`src/rtl/gb80_bus_pkg.sv`:
```
// gb80_bus_pkg: shared definitions for the GB80 memory bus arbiter.
//   - requester indices (CPU, OAM DMA, PPU) and requester count
//   - arbiter state encoding
package gb80_bus_pkg;

  localparam int unsigned NUM_REQ = 3;
  localparam int unsigned REQ_CPU = 0;
  localparam int unsigned REQ_DMA = 1;
  localparam int unsigned REQ_PPU = 2;

  typedef enum logic {
    S_IDLE   = 1'b0,
    S_ACCESS = 1'b1
  } arb_state_e;

endpackage

```
`src/rtl/mem_bus_priority_sel.sv`:
```
// mem_bus_priority_sel: combinational winner selection for the GB80 bus.
//   req_i    : requests already masked by the arbiter (bit0 CPU, bit1 DMA, bit2 PPU)
//   lock_i   : DMA burst lock in effect; only DMA may win
//   starve_i : CPU starvation limit reached; CPU beats DMA and PPU
//   win_o    : one-hot winner, all zero when nobody may win
module mem_bus_priority_sel
  import gb80_bus_pkg::*;
(
  input  logic [NUM_REQ-1:0] req_i,
  input  logic               lock_i,
  input  logic               starve_i,
  output logic [NUM_REQ-1:0] win_o
);

  always_comb begin
    win_o = '0;
    if (lock_i) begin
      // A held lock idles the bus rather than letting anyone else in.
      win_o[REQ_DMA] = req_i[REQ_DMA];
    end else if (starve_i && req_i[REQ_CPU]) begin
      win_o[REQ_CPU] = 1'b1;
    end else if (req_i[REQ_DMA]) begin
      win_o[REQ_DMA] = 1'b1;
    end else if (req_i[REQ_PPU]) begin
      win_o[REQ_PPU] = 1'b1;
    end else if (req_i[REQ_CPU]) begin
      win_o[REQ_CPU] = 1'b1;
    end
  end

endmodule

```
`src/rtl/mem_bus_arbiter.sv`:
```
// mem_bus_arbiter: shares the GB80 memory bus between CPU (req 0),
// OAM DMA (req 1) and PPU video fetch (req 2).
//   i_clk, i_reset_n     : clock, synchronous active-low reset
//   i_req/i_wr           : per-requester request and write flag
//   i_addr/i_wdata       : per-requester address / write data, slice k per requester
//   i_dma_lock           : DMA keeps the bus across its burst
//   o_gnt/o_ack          : one-hot owner during access / one-cycle completion pulse
//   o_rdata              : read data, updated on read acks and held
//   o_busy               : access in progress
//   o_mem_*              : registered memory-side address, data and strobes
//   i_mem_rdata          : memory read data, sampled on the last access cycle
module mem_bus_arbiter
  import gb80_bus_pkg::*;
#(
  parameter int unsigned ADDR_WIDTH   = 16,
  parameter int unsigned DATA_WIDTH   = 8,
  parameter int unsigned WAIT_CYCLES  = 1,
  parameter int unsigned STARVE_LIMIT = 4
) (
  input  logic                          i_clk,
  input  logic                          i_reset_n,
  input  logic [NUM_REQ-1:0]            i_req,
  input  logic [NUM_REQ-1:0]            i_wr,
  input  logic [NUM_REQ*ADDR_WIDTH-1:0] i_addr,
  input  logic [NUM_REQ*DATA_WIDTH-1:0] i_wdata,
  input  logic                          i_dma_lock,
  output logic [NUM_REQ-1:0]            o_gnt,
  output logic [NUM_REQ-1:0]            o_ack,
  output logic [DATA_WIDTH-1:0]         o_rdata,
  output logic                          o_busy,
  output logic [ADDR_WIDTH-1:0]         o_mem_addr,
  output logic [DATA_WIDTH-1:0]         o_mem_wdata,
  output logic                          o_mem_rd,
  output logic                          o_mem_wr,
  input  logic [DATA_WIDTH-1:0]         i_mem_rdata
);

  localparam logic [3:0] WAIT_INIT  = 4'(WAIT_CYCLES);
  localparam logic [3:0] STARVE_MAX = 4'(STARVE_LIMIT);

  arb_state_e                state_q, state_d;
  logic [3:0]                wait_cnt_q, wait_cnt_d;
  logic [3:0]                starve_cnt_q, starve_cnt_d;
  logic                      lock_q, lock_d;
  logic [NUM_REQ-1:0]        gnt_q, gnt_d;
  logic [NUM_REQ-1:0]        ack_q, ack_d;
  logic [DATA_WIDTH-1:0]     rdata_q, rdata_d;
  logic                      busy_q, busy_d;
  logic [ADDR_WIDTH-1:0]     mem_addr_q, mem_addr_d;
  logic [DATA_WIDTH-1:0]     mem_wdata_q, mem_wdata_d;
  logic                      mem_rd_q, mem_rd_d;
  logic                      mem_wr_q, mem_wr_d;

  logic [NUM_REQ-1:0]        req_masked;
  logic                      lock_eff;
  logic                      starve;
  logic [NUM_REQ-1:0]        win;
  logic [ADDR_WIDTH-1:0]     sel_addr;
  logic [DATA_WIDTH-1:0]     sel_wdata;
  logic                      sel_wr;

  // A requester whose ack is on the wire still has its stale req up.
  assign req_masked = i_req & ~ack_q;
  // Dropping i_dma_lock releases the bus in the same arbitration.
  assign lock_eff   = lock_q & i_dma_lock;
  assign starve     = (starve_cnt_q == STARVE_MAX);

  mem_bus_priority_sel u_sel (
    .req_i    (req_masked),
    .lock_i   (lock_eff),
    .starve_i (starve),
    .win_o    (win)
  );

  always_comb begin
    sel_addr  = '0;
    sel_wdata = '0;
    sel_wr    = 1'b0;
    for (int unsigned k = 0; k < NUM_REQ; k++) begin
      if (win[k]) begin
        sel_addr  = i_addr[k*ADDR_WIDTH +: ADDR_WIDTH];
        sel_wdata = i_wdata[k*DATA_WIDTH +: DATA_WIDTH];
        sel_wr    = i_wr[k];
      end
    end
  end

  // State and output registers
  always_ff @(posedge i_clk) begin
    if (!i_reset_n) begin
      state_q      <= S_IDLE;
      wait_cnt_q   <= '0;
      starve_cnt_q <= '0;
      lock_q       <= 1'b0;
      gnt_q        <= '0;
      ack_q        <= '0;
      rdata_q      <= '0;
      busy_q       <= 1'b0;
      mem_addr_q   <= '0;
      mem_wdata_q  <= '0;
      mem_rd_q     <= 1'b0;
      mem_wr_q     <= 1'b0;
    end else begin
      state_q      <= state_d;
      wait_cnt_q   <= wait_cnt_d;
      starve_cnt_q <= starve_cnt_d;
      lock_q       <= lock_d;
      gnt_q        <= gnt_d;
      ack_q        <= ack_d;
      rdata_q      <= rdata_d;
      busy_q       <= busy_d;
      mem_addr_q   <= mem_addr_d;
      mem_wdata_q  <= mem_wdata_d;
      mem_rd_q     <= mem_rd_d;
      mem_wr_q     <= mem_wr_d;
    end
  end

  // Next-state logic
  always_comb begin
    state_d = state_q;
    unique case (state_q)
      S_IDLE:   if (|win) state_d = S_ACCESS;
      S_ACCESS: if (wait_cnt_q == '0) state_d = S_IDLE;
      default:  state_d = S_IDLE;
    endcase
  end

  // Output / datapath next values. The memory address and data registers
  // double as the access latches, and o_gnt doubles as the owner latch.
  always_comb begin
    wait_cnt_d   = wait_cnt_q;
    starve_cnt_d = starve_cnt_q;
    lock_d       = lock_q;
    gnt_d        = gnt_q;
    ack_d        = '0;
    rdata_d      = rdata_q;
    busy_d       = busy_q;
    mem_addr_d   = mem_addr_q;
    mem_wdata_d  = mem_wdata_q;
    mem_rd_d     = mem_rd_q;
    mem_wr_d     = mem_wr_q;
    unique case (state_q)
      S_IDLE: begin
        if (win[REQ_DMA] && i_dma_lock) begin
          lock_d = 1'b1;
        end else if (!i_dma_lock) begin
          lock_d = 1'b0;
        end
        if (!req_masked[REQ_CPU] || win[REQ_CPU]) begin
          starve_cnt_d = '0;
        end else if (!lock_eff && (starve_cnt_q != STARVE_MAX)) begin
          starve_cnt_d = starve_cnt_q + 4'd1;
        end
        if (|win) begin
          gnt_d       = win;
          busy_d      = 1'b1;
          mem_addr_d  = sel_addr;
          mem_wdata_d = sel_wdata;
          mem_rd_d    = !sel_wr;
          mem_wr_d    = sel_wr;
          wait_cnt_d  = WAIT_INIT;
        end
      end
      S_ACCESS: begin
        if (wait_cnt_q != '0) begin
          wait_cnt_d = wait_cnt_q - 4'd1;
        end else begin
          if (mem_rd_q) rdata_d = i_mem_rdata;
          ack_d    = gnt_q;
          gnt_d    = '0;
          busy_d   = 1'b0;
          mem_rd_d = 1'b0;
          mem_wr_d = 1'b0;
        end
      end
      default: ;
    endcase
  end

  assign o_gnt       = gnt_q;
  assign o_ack       = ack_q;
  assign o_rdata     = rdata_q;
  assign o_busy      = busy_q;
  assign o_mem_addr  = mem_addr_q;
  assign o_mem_wdata = mem_wdata_q;
  assign o_mem_rd    = mem_rd_q;
  assign o_mem_wr    = mem_wr_q;

endmodule
```
`config.mk`:
```
export PLATFORM = sky130hd
export DESIGN_NAME = mem_bus_arbiter
export DESIGN_NICKNAME = d
export VERILOG_FILES = /design/src/rtl/gb80_bus_pkg.sv /design/src/rtl/mem_bus_priority_sel.sv /design/src/rtl/mem_bus_arbiter.sv
export SDC_FILE = /design/constraint.sdc
export NUM_CORES = 1
export LEC_CHECK = 0
export CORE_ASPECT_RATIO = 1.75
export CORE_MARGIN = 4
export CORE_UTILIZATION = 41
export CTS_BUF_LIST = sky130_fd_sc_hd__clkbuf_4
export DETAILED_ROUTE_END_ITERATION = 16
export MAX_ROUTING_LAYER = met4
export PLACE_DENSITY = 0.81
export SETUP_SLACK_MARGIN = 0.5
export SYNTH_ARGS = -nofsm -noshare
export SYNTH_HDL_FRONTEND = slang
export SYNTH_SLANG_ARGS = --single-unit
```
`constraint.sdc`:
```
create_clock -name i_clk -period 2.65 [get_ports i_clk]
set_clock_uncertainty 0.2 [all_clocks]
set_input_delay 0.795 -clock i_clk [delete_from_list [all_inputs] [get_ports i_clk]]
set_output_delay 0.795 -clock i_clk [all_outputs]
set_load 0.05 [all_outputs]
```
Word-level counts from Yosys, hierarchy flattened
Index checks and enable logic that the tools add are counted.
{"block": "classes", "addsub": 2, "eq_ne": 6, "muxes": 40, "bitwise_logic": 6, "reduce_logical": 18}
{"cell": "16-bit two-way mux", "count": 3}
{"cell": "8-bit two-way mux", "count": 3}
{"cell": "1-bit two-way mux", "count": 21}
{"cell": "4-bit two-way mux", "count": 4}
{"cell": "2-bit AND reduction", "count": 5}
{"cell": "1-bit case mux with 2 select lines", "count": 4}
{"cell": "4-bit case mux with 2 select lines", "count": 1}
{"cell": "3-bit two-way mux", "count": 2}
{"cell": "3-bit case mux with 2 select lines", "count": 1}
{"cell": "3-bit OR reduction", "count": 2}
{"cell": "4-bit by 1-bit adder with 4-bit output, second input constant", "count": 1}
{"cell": "4-bit by 3-bit equality test with 1-bit output, second input constant", "count": 1}
{"cell": "4-bit zero test", "count": 1}
{"cell": "2-bit by 1-bit inequality test with 1-bit output, second input constant", "count": 2}
{"cell": "2-bit inequality test, second input constant", "count": 2}
{"cell": "4-bit by 3-bit inequality test with 1-bit output, second input constant", "count": 1}
{"cell": "4-bit nonzero test", "count": 1}
{"cell": "4-bit by 1-bit subtractor with 4-bit output, second input constant", "count": 1}
{"cell": "3-bit AND", "count": 1}
{"cell": "1-bit logical AND", "count": 3}
{"cell": "1-bit zero test", "count": 3}
{"cell": "1-bit inverter", "count": 3}
{"cell": "3-bit inverter", "count": 1}
{"cell": "3-bit AND reduction", "count": 1}
{"cell": "4 further kinds", "count": 4}
{"block": "word_totals", "ff_bits": 51, "inputBits": 89, "output_inout_bits": 41}

Longest topological paths before layout
Gate-level depths: netlist of run 1.
{"block": "depth", "depth_word": 13, "mapped_depth": 7, "ltp_nobuf": 6}

Hierarchy
A second synthesis of run 1 with hierarchy kept.
{"block": "hier_totals", "cells_unflattened": 289, "area_unflattened_um2": 2486.1}
{"mod": "mem_bus_arbiter", "instances": 1, "cells_each": 283, "area_each_um2": 2448.6}
{"mod": "mem_bus_priority_sel", "instances": 1, "cells_each": 6, "area_each_um2": 37.5}

Worst setup path after synthesis of run 1
No wires, ideal clock.
{"block": "synth_path", "path_kind": "input-to-reg", "from": "in i_req[0]", "to": "reg mem_addr_q[15], in the netlist o_mem_addr[15]", "arrival_time_ps": 2046, "required_time_ps": 2358, "path_slack_ps": 312, "stages": 6, "cell_sequence": "nor2b_1 > buf_2 > a2111oi_4 > buf_6 > a221oi_1 > o32ai_1"}
{"block": "synth_between", "elab_chain_cells": 9, "word_cells_on_any_way": 15, "cone_classes": "11 x mux; 1 x bitwise; 3 x reduce/logical"}
{"item": "start, declared", "line_no": "mem_bus_arbiter.sv:22", "rtl": "input logic [NUM_REQ-1:0] i_req,"}
{"item": "3-bit AND (*)", "line_no": "mem_bus_arbiter.sv:63", "rtl": "assign req_masked = i_req & ~ack_q;"}
{"item": "1-bit two-way mux", "line_no": "mem_bus_priority_sel.sv:26", "rtl": "end else if (req_i[REQ_CPU]) begin"}
{"item": "1-bit two-way mux", "line_no": "mem_bus_priority_sel.sv:24", "rtl": "end else if (req_i[REQ_PPU]) begin"}
{"item": "1-bit two-way mux", "line_no": "mem_bus_priority_sel.sv:22", "rtl": "end else if (req_i[REQ_DMA]) begin"}
{"item": "1-bit two-way mux", "line_no": "mem_bus_priority_sel.sv:20", "rtl": "end else if (starve_i && req_i[REQ_CPU]) begin"}
{"item": "1-bit two-way mux", "line_no": "mem_bus_priority_sel.sv:17", "rtl": "if (lock_i) begin"}
{"item": "16-bit two-way mux (3 in series)", "line_no": "mem_bus_arbiter.sv:80", "rtl": "if (win[k]) begin"}
{"item": "end signal, assigned", "line_no": "mem_bus_arbiter.sv:112", "rtl": "mem_addr_q <= mem_addr_d;"}
{"item": "end, declared", "line_no": "mem_bus_arbiter.sv:49", "rtl": "logic [ADDR_WIDTH-1:0] mem_addr_q, mem_addr_d;"}
Mark *: on every way between the ends. The rest lies on a longest branch, timed or not.
A chain may end at the register's enable or synchronous reset.

Worst setup path after layout of run 1
{"block": "layout_path", "from": "in i_req[0]", "to": "reg mem_addr_q[0], in the netlist o_mem_addr[0]"}
The elaborated chain is that of the path after synthesis.

==> results of run 1 <==
## placed cells by master (no fill, tap or decap), types with 5 or more instances in the layout
master | Yosys | layout
a221oi_2 | 0 | 5
buf_12 | 0 | 5
nand2_1 | 14 | 14
dfxtp_1 | 51 | 48
clkdlybuf4s50_1 | 0 | 84
clkbuf_4 | 0 | 6
nand2b_1 | 5 | 5
clkdlybuf4s15_2 | 0 | 7
nor2_1 | 31 | 31
nand3_1 | 15 | 14
buf_6 | 2 | 6
o211ai_1 | 5 | 5
o32ai_1 | 18 | 15
a21oi_1 | 22 | 21
inv_1 | 32 | 30
buf_2 | 9 | 31
nor3_1 | 5 | 5
o32ai_2 | 7 | 10
buf_4 | 1 | 36
a221oi_1 | 24 | 19
## how the worst max path moves through the flow
stage,from,endpoint,slack [ps],depth (start not counted)
after floorplan,i_req[0],o_mem_addr[0]$_SDFFE_PN0P_,320,6
after global placement,i_req[0],o_mem_addr[2]$_SDFFE_PN0P_,-100,7
after detailed placement,i_dma_lock,o_mem_addr[5]$_SDFFE_PN0P_,-170,6
after CTS,o_gnt[2]$_SDFFE_PN0P_,o_gnt[2],450,1
after global routing,starve_cnt_q[0]$_SDFFE_PN0P_,o_mem_addr[1]$_SDFFE_PN0P_,460,9
final,i_req[0],o_mem_addr[0]$_SDFFE_PN0P_,530,9
## layout make-up
class / count / area, µm²
inverter: 32 / 123
clock inverter: 3 / 67.6
multi-input combinational: 187 / 1430
clock buffer: 5 / 37.5
tap: 78 / 97.6
fill: 439 / 1530
timing repair buffer: 176 / 1610
sequential: 51 / 1030
## worst min-delay path: cells and delay by family (launching register included)
| family | cells | cell delay [ps] |
|---|---|---|
| simple gates | 1 | 50 |
| compound gates | 1 | 50 |
| flops | 1 | 340 |
## synth_stat cells, types with 7 or more instances
| cell | n |
|---|---|
| clkbuf_1 | 8 |
| nand3_1 | 15 |
| dfxtp_1 | 51 |
| buf_2 | 9 |
| nor2_1 | 31 |
| o32ai_2 | 7 |
| nand2_1 | 14 |
| a221oi_1 | 24 |
| a21oi_1 | 22 |
| inv_1 | 32 |
| o32ai_1 | 18 |
## through the flow
step / hold slack (ps) / TNS (ps) / worst slack (ps)
2_1_floorplan: 232 / 0 / 322
3_3_place_gp: 238 / -2390 / -103
3_5_place_dp: 245 / -3640 / -171
4_1_cts: 266 / 0 / 454
5_1_grt: 290 / 0 / 456
6_report: 263 / 0 / 531
## what timing repair did
| action | CTS | global route |
|---|---|---|
| pin swaps | 10 | 9 |
| buffers inserted | 5 | 9 |
| resized for setup | 155 | 71 |
| setup endpoints to repair | 75 | 56 |
| gates cloned | 3 | 0 |
## per-layer routing
metal / vias up / GRT usage, % / wire [µm]
li1: 1402 / - / -
met1: 1435 / 27.6 / 3610
met2: 115 / 45.1 / 5290
met3: 28 / 7.21 / 800
met4: 0 / 10.3 / 259
met5: - / - / 0
## report_power, final
group / switching, W / internal, W / total, W
clock network: 0.000272 / 0.000293 / 0.000565
registers: 0.0000514 / 0.000835 / 0.000886
logic: 0.000479 / 0.000374 / 0.000853
## flip-flops by register name, summed over array words and instances, names as in the netlist, 3 cells and up
register	flops
o_mem_addr	16
o_mem_wdata	8
o_rdata	8
starve_cnt_q	4
wait_cnt_q	4
o_ack	3
o_gnt	3
## kinds of logic (layout without fill, tap and decap cells)
group	Yosys count	after routing	share of synthesized area (%)
xor gates and xnor gates	1	1	0.346
buffers and inverters	52	216	8.88
AOI/OAI and AO/OA	98	98	32.5
and+or+nand+nor	84	84	16.0
adders and majority gates	4	4	1.97
DFF	51	51	40.3
==> results.cfg, run 1 <==
[floorplanning]
io_pins = 130
rows = 37
fp.coreArea_um2 = 5930
dieHeight_um = 112
die_w_um = 67.4
die-area_um2 = 7550
initial_core_util_pct = 42.8

[yosys]
avgSynthCellArea_um2 = 8.74
yosysUniqueCellTypes = 43
netlist_area_um2 = 2530
synth.top_cell.area_share_pct = 40.3
synth_edf_count = 0
yosys.area.top_type = dfxtp_1
synth-async-reset-ratio_pct = 0
netlist_instances = 290
synthTopCellsByArea = dfxtp_1 40%, a221oi_1 8.3%, o32ai_1 6.2%
ys_ff_latch = 51
ys_seq_area_share_pct = 40.3
syn_nets = 383
ys.flop_type = dfxtp_1
yosysWarnings = 0

[placement]
detailed_place_hpwl_mm = 6.79
dp.cells = 507
gp_congestion = 0.930
portBuffers = 129
dpl_cell_area_um2 = 4150

[critical_path]
critPathKind = in2reg
crit_slowest_cell = a2111oi_4
r2r-end = o_mem_addr[0]$_SDFFE_PN0P_
crit_chain = buf_6 -> nor2b_1 -> buf_4 -> a2111oi_4 -> buf_6 -> buf_6 -> buf_6 -> a221oi_2 -> o32ai_1
cp_max_fo = 6
endpoint_kind = flip-flop
required_ps = 2750
r2r_setup_slack_ps = 560
cp_num_buf_inv = 5
worstPathArrival_ps = 2220
path_delay_family = compound AO/OA/AOI/OAI gates
crit_top_cell = buf_6
critical_path.max_stage_delay_ps = 380
startpoint_type = input port
r2r_cells = 9
reg2reg_from = starve_cnt_q[1]$_SDFFE_PN0P_

[clocking]
clkTransAtPathRegs_ps = 160
root_buffer = clkbuf_4
cts_tree = yes
insertion_delay_ps = 390
cts_buffers = 5
cts_buffer_depth = 2
cts_hold_buf = 0
cts.sinks = 51
htree_levels = 2

[final_layout]
fin_area_um2 = 4400
drive_above_1_share_pct = 29.5
nets = 546
area_growth_pct = 73.5
stdcell_count = 532
diodes = 0
fin_util_pct = 74.2

[global_routing]
overflow = 0
grt_max_degree = 27
grt_usage_pct = 26.3
grt_pass1_vias = 2999
antenna_found_initial = 0
grt_pass1_wl_mm = 14.9

[timing]
period_share_pct = 80.0
min_period_ps = 2120
setup_viol = 0
max_slew_margin_pct = 63.8
drv_slew = 0
tightestPinTransition_ps = 541
max_freq_ghz = 0.472
finalHoldViolCount = 0
rsz0062_at_grt = no

[min_path]
whs_path_depth = 2
holdPathEnd = o_rdata[0]$_SDFFE_PN0P_
hold_class = reg2reg
min-delay-start = o_rdata[0]$_SDFFE_PN0P_

[job]
cap_violations = 0

[pwr]
p_leak_nw = 1.74
p_total_w = 0.00230
powerDensity_nw_per_um2 = 524
ir_drop_v = 0.000367

[route]
num_vias = 2980
wl_per_cell_um = 18.7
routed_wl_mm = 9.95
viasPerCell = 5.60
ant_nets = 0
drtPass1Iterations = 6
drtIter0Drc = 189
drc = 0

[outcome]
status = finished, final reports clean
No activity file was read; power rests on OpenSTA's default activity.
==> inputs of run 2 (changes only) <==
==> constraint.sdc (replaced) <==
create_clock -name i_clk -period 2.2 [get_ports i_clk]
set_clock_uncertainty 0.2 [all_clocks]
set_input_delay 0.66 -clock i_clk [delete_from_list [all_inputs] [get_ports i_clk]]
set_output_delay 0.66 -clock i_clk [all_outputs]
set_load 0.05 [all_outputs]
==> run 2 against run 1 <==
  * The run now fails in global routing (5_1_grt)
  * Synthesized cell count is the same
  * Area after synthesis did not move
==> results.cfg, run 2 <==
[outcome]
haltStage = global routing (5_1_grt)
status = stopped before the end
first-error = [ERROR GRT-0232] Routing congestion too high. Check the congestion heatmap in the GUI.

[global_routing]
grt_max_degree = 27
antenna_found_initial = 1
overflow = 49
grt_usage_pct = 71.7

[floorplanning]
die_w_um = 67.4
initial_core_util_pct = 42.8
io_pins = 130
rows = 37
dieHeight_um = 112

[yosys]
ys_ff_latch = 51
netlist_instances = 290
ys_seq_area_share_pct = 40.3
yosysUniqueCellTypes = 43
yosys.area.top_type = dfxtp_1
synthTopCellsByArea = dfxtp_1 40%, a221oi_1 8.3%, o32ai_1 6.2%
ys.flop_type = dfxtp_1
netlist_area_um2 = 2530
avgSynthCellArea_um2 = 8.74
yosysMostFrequentCell = dfxtp_1
syn_nets = 383
synth-async-reset-ratio_pct = 0
yosysWarnings = 0
synth.top_cell.area_share_pct = 40.3
synth_edf_count = 0
ys_top_cells_by_count = 51 x dfxtp_1, 32 x inv_1, 31 x nor2_1, 24 x a221oi_1, 22 x a21oi_1

[placement]
gp_congestion = 0.825
detailed_place_hpwl_mm = 6.81
portBuffers = 129

[clocking]
cts_buffers = 5
cts.sinks = 51
htree_levels = 2
cts_buffer_depth = 2
root_buffer = clkbuf_4
cts_hold_buf = 0

[timing]
worstEpCategory = register input
worst_endpoint = o_gnt[2]$_SDFFE_PN0P_/D
## run 2: per-layer routing
layer  GRT overflow  global-route usage, %
met1              1                   70.9
met2             34                   86.9
met3              0                   50.4
met4             14                   70.9
met5              -                      -
## run 2: kinds of logic after synthesis
family / share of synthesized area (%)
xor+xnor: 0.346
flops: 40.3
compound gates: 32.5
fa+ha+maj: 1.97
simple gates: 16.0
buf+inv: 8.88
## run 2: stage by stage
step / worst slack, ps / utilization [%] / TNS, ps / cells / instance area (µm²)
3_3_place_gp: -434 / 70.5 / -11690 / 512 / 4180
4_1_cts: 166 / 87.5 / 0 / 548 / 5180
3_5_place_dp: -514 / 70.5 / -12760 / 512 / 4180
2_1_floorplan: 19.0 / - / 0 / 290 / 2630
## run 2: what timing repair did
| item | 4_1_cts |
|---|---|
| endpoints found under the setup margin | 91 |
| setup buffers | 24 |
| resized for setup | 173 |
| pin swaps | 36 |
| gates cloned | 4 |
==> inputs of run 3 (changes only) <==
==> config.mk (replaced) <==
export PLATFORM = sky130hd
export DESIGN_NAME = mem_bus_arbiter
export DESIGN_NICKNAME = d
export VERILOG_FILES = /design/src/rtl/gb80_bus_pkg.sv /design/src/rtl/mem_bus_priority_sel.sv /design/src/rtl/mem_bus_arbiter.sv
export SDC_FILE = /design/constraint.sdc
export NUM_CORES = 1
export LEC_CHECK = 0
export CORE_MARGIN = 4
export CORE_UTILIZATION = 40
export DETAILED_ROUTE_END_ITERATION = 16
export PLACE_DENSITY_LB_ADDON = 0.15
export SYNTH_ARGS = -nofsm -noshare
export SYNTH_HDL_FRONTEND = slang
export SYNTH_SLANG_ARGS = --single-unit
==> run 3 against run 2 <==
  * The run now ends clean
==> results.cfg, run 3 (synthesis results as in run 1) <==
[route]
viasPerCell = 5.52
drtIter0Drc = 142
drtPass1Iterations = 5
ant_nets = 0
num_vias = 2880
drc = 0
routed_wl_mm = 9.15
wl_per_cell_um = 17.5

[critical_path]
cp_num_buf_inv = 3
crit_chain = inv_1 -> ha_1 -> and3b_4 -> a2111oi_4 -> buf_4 -> buf_6 -> a221oi_1 -> o32ai_1
endpoint_kind = flip-flop
r2r_setup_slack_ps = 90
crit_slowest_cell = dfxtp_2
r2r_cells = 8
critPathKind = reg2reg
startpoint_type = flip-flop
reg2reg_from = starve_cnt_q[0]$_SDFFE_PN0P_
critical_path.max_stage_delay_ps = 330
required_ps = 2200
path_delay_family = compound AO/OA/AOI/OAI gates
cp_max_fo = 7
r2r-end = o_mem_addr[12]$_SDFFE_PN0P_
worstPathArrival_ps = 2110

[min_path]
min-delay-start = o_mem_wdata[2]$_SDFFE_PN0P_
whs_path_depth = 2
holdPathEnd = o_mem_wdata[2]$_SDFFE_PN0P_
hold_class = reg2reg

[clocking]
cts.sinks = 51
clkTransAtPathRegs_ps = 90
insertion_delay_ps = 300
cts_buffers = 5
cts_buffer_depth = 2
root_buffer = clkbuf_8
htree_levels = 2
cts_tree = yes

[global_routing]
grt_max_degree = 25
grt_pass1_wl_mm = 13.8
overflow = 0
grt_pass1_vias = 2849
grt_usage_pct = 22.5
antenna_found_initial = 0

[floorplanning]
die-area_um2 = 7670
dieHeight_um = 87.6
initial_core_util_pct = 42.1
rows = 28
io_pins = 130
fp.coreArea_um2 = 6030
die_w_um = 87.6

[final_layout]
stdcell_count = 522
fill_cells = 452
largest_reg_flops = 16
drive_above_1_share_pct = 27.5
layout_common_cells = 84 x clkdlybuf4s50_1, 72 x buf_4, 49 x dfxtp_1
multiInputGateArea_um2 = 1420
layout_commonest_cell = clkdlybuf4s50_1
nets = 539
diodes = 0
area_growth_pct = 71.7
regArea_um2 = 1020

[timing]
max_slew_margin_pct = 70.3
min_period_ps = 2110
period_share_pct = 95.7
setup_viol = 0
rsz0062_at_grt = no
drv_slew = 0
setup_ws_ps = 94.3
tightestPinTransition_ps = 444
hold_ws_ps = 262
finalHoldViolCount = 0
max_freq_ghz = 0.475

[placement]
portBuffers = 129
dp.cells = 508
detailed_place_hpwl_mm = 6.52
gp_congestion = 0.837
dp_slack_ps = -601

[pwr]
ir_drop_v = 0.000342
powerDensity_nw_per_um2 = 640
p_leak_nw = 1.74

[outcome]
status = finished, final reports clean

[job]
cap_violations = 0
[run 3: worst max-delay path by stage]
stage / start / end / slack [ps] / cells past startpoint
2_1_floorplan: i_req[0] / o_mem_addr[15]$_SDFFE_PN0P_ / 7 / 6
3_3_place_gp: i_req[1] / o_mem_addr[11]$_SDFFE_PN0P_ / -540 / 6
3_5_place_dp: i_req[1] / o_mem_addr[6]$_SDFFE_PN0P_ / -600 / 6
4_1_cts: i_req[1] / o_mem_wdata[4]$_SDFFE_PN0P_ / -20 / 6
5_1_grt: starve_cnt_q[0]$_SDFFE_PN0P_ / o_mem_addr[5]$_SDFFE_PN0P_ / 8 / 8
6_report: starve_cnt_q[0]$_SDFFE_PN0P_ / o_mem_addr[12]$_SDFFE_PN0P_ / 90 / 8
[run 3: cell type report]
type	instances	area share, %
inverter	32	2.76
multi-input combinational	187	32.7
timing repair buffer	169	36.2
clock buffer	6	1.90
clock inverter	2	0.805
tap	75	2.16
sequential	51	23.5
[run 3: what timing repair did]
action                                  CTS  global route
gates cloned                              2             1
endpoints found under the setup margin   31            32
hold buffers                              0             0
resized for setup                        19            16
setup buffers                             2             2
pin swaps                                 7             7
[run 3: tightest hold or removal path, delay by kind of cell (launching register included)]
kind / cells / cell delay (ps)
compound gates: 1 / 50
flops: 1 / 320
buf+inv: 1 / 50
[run 3: stage by stage]
step                      util, %  setup TNS, ps  area, µm²  total power, W
final                        72.2              0       4350         0.00279
after global routing         72.2              0       4350         0.00292
after CTS                    70.4          -65.5       4240         0.00277
after floorplan                 -              0       2540         0.00162
after global placement       67.0         -15740       4040         0.00204
after detailed placement     67.0         -17560       4040         0.00206
[run 3: per-layer routing]
metal  up-vias  global-route usage [%]  part of all wire, %
met1      1372                    27.9                   42
met2       102                    39.9                   51
li1       1392                       -                    -
met5         -                       0                    0
met4         0                    5.72                  1.8
met3        14                    4.23                  5.8
[run 3: report_power, final]
group | switching (W) | internal [W] | leakage, nW
logic | 0.000570 | 0.000471 | 1.26
clock network | 0.000316 | 0.000369 | 0.0612
registers | 0.0000563 | 0.00100 | 0.419
